<file path="src/rtl/score_glyph_writer.sv">
// Saturating BCD score keeper that writes each digit's 4x8 glyph word to the
// per-digit display registers whenever the score changes.
module score_glyph_writer #(
   parameter int DIGITS = 3
) (
   input  logic                clk,
   input  logic                res,
   input  logic                hit,
   input  logic                clear,
   output logic                write_en0,
   output logic [DIGITS-1:0]   right_addr,
   output logic [31:0]         pwdata,
   output logic                busy,
   output logic [4*DIGITS-1:0] score_bcd,
   output logic [1:0]          fsm_state
);

   // Write interface is a push-only strobe: right_addr/pwdata are presented in
   // SETUP and held through ACCESS; the register captures when write_en0 is high.
   // There is no ready; the sink always accepts.
   typedef enum logic [1:0] {
      IDLE   = 2'd0,
      SETUP  = 2'd1,
      ACCESS = 2'd2
   } state_t;

   state_t              state_q, state_d;
   logic [1:0]          idx_q, idx_d, idx_inc;
   logic                dirty_q, dirty_d;
   logic [4*DIGITS-1:0] shadow_q, shadow_d;
   logic [31:0]         pwdata_q, pwdata_d;
   logic [4*DIGITS-1:0] score_q, score_d, score_inc, all_nines;
   logic                saturated, score_set, carry, last_digit;
   logic [3:0]          sel_digit;

   function automatic logic [31:0] glyph(input logic [3:0] d);
      case (d)
         4'd0:    glyph = 32'hF999999F;
         4'd1:    glyph = 32'h72222223;
         4'd2:    glyph = 32'hF111F88F;
         4'd3:    glyph = 32'hF888F88F;
         4'd4:    glyph = 32'h8888F999;
         4'd5:    glyph = 32'hF888F11F;
         4'd6:    glyph = 32'hF999F11F;
         4'd7:    glyph = 32'h8888888F;
         4'd8:    glyph = 32'hF999F99F;
         4'd9:    glyph = 32'hF888F99F;
         default: glyph = 32'h0;
      endcase
   endfunction

   // Decimal increment with ripple carry; nibbles never leave 0..9.
   always_comb begin
      score_inc = score_q;
      all_nines = '0;
      carry     = 1'b1;
      for (int i = 0; i < DIGITS; i++) begin
         all_nines[4*i +: 4] = 4'd9;
         if (carry) begin
            if (score_q[4*i +: 4] == 4'd9) begin
               score_inc[4*i +: 4] = 4'd0;
            end else begin
               score_inc[4*i +: 4] = score_q[4*i +: 4] + 4'd1;
               carry = 1'b0;
            end
         end
      end
   end

   assign saturated = (score_q == all_nines);
   assign score_set = clear | (hit & ~saturated);

   always_comb begin
      score_d = score_q;
      if (clear) begin
         score_d = '0;
      end else if (hit && !saturated) begin
         score_d = score_inc;
      end
   end

   assign idx_inc    = idx_q + 2'd1;
   assign last_digit = (idx_q == 2'(DIGITS - 1));

   always_comb begin
      sel_digit = shadow_q[3:0];
      for (int i = 0; i < DIGITS; i++) begin
         if (idx_inc == 2'(i)) begin
            sel_digit = shadow_q[4*i +: 4];
         end
      end
   end

   always_comb begin
      state_d  = state_q;
      idx_d    = idx_q;
      dirty_d  = dirty_q | score_set;
      shadow_d = shadow_q;
      pwdata_d = pwdata_q;
      case (state_q)
         IDLE: begin
            if (dirty_q) begin
               state_d  = SETUP;
               idx_d    = 2'd0;
               // A change on this very edge re-arms the flag for the next pass.
               dirty_d  = score_set;
               shadow_d = score_q;
               pwdata_d = glyph(score_q[3:0]);
            end
         end
         SETUP: begin
            state_d = ACCESS;
         end
         ACCESS: begin
            if (last_digit) begin
               state_d = IDLE;
            end else begin
               state_d  = SETUP;
               idx_d    = idx_inc;
               pwdata_d = glyph(sel_digit);
            end
         end
         default: begin
            state_d = IDLE;
         end
      endcase
   end

   always_ff @(posedge clk or negedge res) begin
      if (!res) begin
         state_q  <= IDLE;
         idx_q    <= 2'd0;
         dirty_q  <= 1'b1;
         shadow_q <= '0;
         pwdata_q <= 32'h0;
         score_q  <= '0;
      end else begin
         state_q  <= state_d;
         idx_q    <= idx_d;
         dirty_q  <= dirty_d;
         shadow_q <= shadow_d;
         pwdata_q <= pwdata_d;
         score_q  <= score_d;
      end
   end

   always_comb begin
      right_addr = '0;
      for (int i = 0; i < DIGITS; i++) begin
         if (state_q != IDLE && idx_q == 2'(i)) begin
            right_addr[i] = 1'b1;
         end
      end
   end

   assign write_en0 = (state_q == ACCESS);
   assign busy      = (state_q != IDLE);
   assign pwdata    = pwdata_q;
   assign score_bcd = score_q;
   assign fsm_state = state_q;

endmodule

</file>
<file path="config.mk">
export PLATFORM = sky130hd
export DESIGN_NAME = score_glyph_writer
export DESIGN_NICKNAME = d
export VERILOG_FILES = /design/src/rtl/score_glyph_writer.sv
export SDC_FILE = /design/constraint.sdc
export NUM_CORES = 1
export LEC_CHECK = 0
export ABC_AREA = 0
export ABC_CLOCK_PERIOD_IN_PS = 2500
export BUFFER_PORTS_ARGS = -buffer_cell sky130_fd_sc_hd__buf_2
export CORE_MARGIN = 2
export CORE_UTILIZATION = 42
export CTS_BUF_LIST = sky130_fd_sc_hd__clkbuf_2 sky130_fd_sc_hd__clkbuf_4 sky130_fd_sc_hd__clkbuf_8
export DETAILED_ROUTE_END_ITERATION = 12
export SKIP_CTS_REPAIR_TIMING = 1
export SLEW_MARGIN = 40
export SYNTH_ARGS = -nofsm -noshare
export SYNTH_HDL_FRONTEND = slang
export SYNTH_SLANG_ARGS = --single-unit
</file>
<file path="constraint.sdc">
create_clock -name clk -period 2.5 [get_ports clk]
set_input_delay 0.5 -clock clk [delete_from_list [all_inputs] [get_ports clk]]
set_output_delay 0.5 -clock clk [all_outputs]
set_load 0.005 [all_outputs]
</file>
==> flow_metrics.env <==
export IMPL_outcome="finished, final reports clean"
export IMPL_whs_ns=0.152
export IMPL_p_per_area_mw_per_mm2=1100
export IMPL_synthTopCellsByArea="dfrtp_1 (38%), ha_1 (9.2%), mux2_2 (6.2%)"
export IMPL_leakage_nw=1.47
export IMPL_stdcell_area_mm2=0.00311
export IMPL_ant_nets=0
export IMPL_routed_via_density=5.49
export IMPL_placed_cells=394
export IMPL_drt_pass1_iter_count=4
export IMPL_rsz0062_at_grt="yes"
export IMPL_cp_start_kind="flip-flop"
export IMPL_fin_ws_ns=0.169
export IMPL_switchingPower_mw=1.39
export IMPL_cts_root_buf="clkbuf_8"
export IMPL_num_io_pins=55
export IMPL_diodes=0
export IMPL_htree_num_levels=2
export IMPL_synth_main_ff_cell="dfrtp_1"
export IMPL_synth_edf_count=0
export IMPL_critPathSlowestCell="dfrtp_1"
export IMPL_path_buf_inv=1
export IMPL_critPathTopFamily="compound AO/OA/AOI/OAI gates"
export IMPL_initial_core_util=0.430
export IMPL_synthMuxAreaShare=0.104
export IMPL_vdd_drop_max_v=0.000561
export IMPL_grt_overflow=0
export IMPL_synth_warnings=0
export IMPL_min_path_type="input port to async pin"
export IMPL_critical_path_class="flip-flop to flip-flop"
export IMPL_row_count=29
export IMPL_vias=2205
export IMPL_grt_use_total=0.196
export IMPL_clockBufferDepth=2
export IMPL_stdcell_count=402
export IMPL_synthAdderAreaFrac=0.0922
export IMPL_clock_fmax_mhz=429
export IMPL_max_slew_margin=0.639
export IMPL_slew_viol_final=0
export IMPL_coreArea_mm2=0.00631
export IMPL_drc=0
export IMPL_place_ws_ns=0.0373
export IMPL_skew_ns=0.0132
export IMPL_ys_seq_elements=42
export IMPL_min_period_over_period=0.932
export IMPL_place_congestion=0.837
export IMPL_synth_area_mm2=0.00271
export IMPL_multi_input_area_mm2=0.00145
export IMPL_drv_cap=0
export IMPL_path_clk_slew_ns=0.10
export IMPL_max_stage_delay_ns=0.42
export IMPL_grt_pass1_wl_mm=11.2
export IMPL_synth_top_family_by_area="compound AO/OA/AOI/OAI gates"
export IMPL_avgRoutedWirePerCell_um=16.3
export IMPL_synth_compound_area_frac=0.173
export IMPL_grt_max_degree=24
export IMPL_crit_required_ns=2.74
export IMPL_end_kind="flip-flop"
export IMPL_drt_first_iter_violations=121
export IMPL_dieArea_mm2=0.00712
export IMPL_dieWidth_um=84.4
export IMPL_numCtsBuffers=5
export IMPL_async_flop_share=1.00
export IMPL_syn_to_final_growth_pct=14.5
export IMPL_drt_wl_total_mm=6.53
export IMPL_min_period_ns=2.33
export IMPL_tightest_slew_ns=0.536
export IMPL_cts_tree="done"
export IMPL_yosys_area_top_type="dfrtp_1"
export IMPL_grt_pass1_vias=2157
export IMPL_seqPwrFrac=0.314
export IMPL_cp_cell_sequence="inv_1, ha_2, mux2i_1, o21ai_1, ha_2, mux2_2, nor4_1, a31oi_1, a31oi_1, o22a_1"
export IMPL_pwr_share_clk=0.167
export IMPL_setup_viol=0
export IMPL_drive_gt1_frac=0.292
export IMPL_synth_xor_area_share=0.00645
export IMPL_seqCellArea_mm2=0.00105
export IMPL_synth_top_area_frac=0.378
export IMPL_p_int_mw=2.01
export IMPL_nets=348
export IMPL_p_sw_frac=0.408
export IMPL_insertion_delay_ns=0.31
export IMPL_hold_viol_final=0
export IMPL_ys_types=52
export IMPL_antenna_found_initial=0
export IMPL_combPwrFrac=0.519
export IMPL_die_height_um=84.4
export IMPL_fillers=599
export IMPL_avgSynthCellArea_um2=9.73
export IMPL_synth_simple_area_share=0.148
export IMPL_ys_seq_area_frac=0.388
export IMPL_power_total_mw=3.40
export IMPL_syn_instance_count=279
export IMPL_crit_fanout=6
export IMPL_clock_sinks=42
export IMPL_hpwl_mm=4.81
export IMPL_crit_arrival_ns=2.57
export IMPL_port_buffers=49
export IMPL_dpl_cell_area_mm2=0.00298
-- routing by layer --
layer | track usage | vias up | part of all wire
met5 | 0 | - | 0
met4 | 0.0664 | 0 | 0.014
met3 | 0.0374 | 8 | 0.050
met2 | 0.311 | 73 | 0.46
met1 | 0.269 | 1066 | 0.47
li1 | - | 1058 | -
-- state kept, by name (all words and copies together), names as in the netlist --
| name | flops |
|---|---|
| shadow_q | 12 |
| idx_q | 2 |
| pwdata | 13 |
| score_bcd | 12 |
| dirty_q | 1 |
| fsm_state | 2 |
-- final cells by class --
class	count	share of cell area
clock inverter	2	0.0121
clock buffer	6	0.0246
inverter	13	0.0157
timing repair buffer	62	0.110
multi-input combinational	200	0.468
sequential	42	0.339
tap	77	0.0310
-- cell families after synthesis --
logic type / Yosys count
simple gates: 81
mux: 25
compound gates: 67
buf+inv: 41
flops: 42
xor+xnor: 2
other cells: 1
fa+ha+maj: 20
-- synth_stat cells, types with 5 or more instances --
| library cell | number |
|---|---|
| nor2_1 | 16 |
| dfrtp_1 | 41 |
| mux2i_1 | 9 |
| nand3_1 | 7 |
| mux2_2 | 15 |
| inv_1 | 13 |
| nand2_1 | 28 |
| ha_1 | 20 |
| o21ai_0 | 14 |
| o211ai_1 | 7 |
| and2_1 | 6 |
| a21oi_1 | 13 |
| nor2b_1 | 5 |
| buf_4 | 19 |
-- path summary, 6_finish.rpt --
| path | from | slack (ns) | depth (start not counted) | to |
|---|---|---|---|---|
| worst max-delay path | idx_q[0] | 0.17 | 10 | pwdata[11] |
| worst min-delay path | res | 0.15 | 1 | pwdata[13] |
| worst max register to register | idx_q[0] | 0.17 | 10 | pwdata[11] |
| worst min register to register | pwdata[0] | 0.50 | 2 | pwdata[0] |
| max in group asynchronous | res | 1.72 | 2 | dirty_q |
| min in group clk | pwdata[0] | 0.50 | 2 | pwdata[0] |
-- stage by stage --
step	util	setup TNS (ns)
after floorplan	-	0
final	0.492	0
after CTS	0.490	-0.0124
after global routing	0.492	-0.0393
after detailed placement	0.472	0
after global placement	0.472	0
-- cell usage in the layout, fill, tap and decap left out, types with 3 or more instances in the layout --
cell type	Yosys	routed
buf_2	3	49
dfrtp_1	41	41
nand2_1	28	28
ha_1	20	18
nor2_1	16	16
mux2_2	15	15
inv_1	13	13
a21oi_1	13	13
o21ai_0	14	13
buf_4	19	13
mux2i_1	9	9
nand3_1	7	7
o211ai_1	7	7
and2_1	6	6
nor2b_1	5	5
conb_1	1	5
clkbuf_8	0	5
a21o_1	4	4
o2111ai_1	4	4
a31oi_1	4	4
nand2b_1	3	3
and3b_1	3	3
o31ai_1	3	3
-- power groups by stage --
stage	Combinational (mW)	Sequential [mW]	Clock [mW]
final	1.77	1.07	0.569
after global routing	1.97	1.10	0.605
after CTS	1.74	1.07	0.578
after detailed placement	1.72	1.08	0
after global placement	1.71	1.07	0
after floorplan	1.24	1.06	0
No activity file was read; power rests on OpenSTA's default activity.
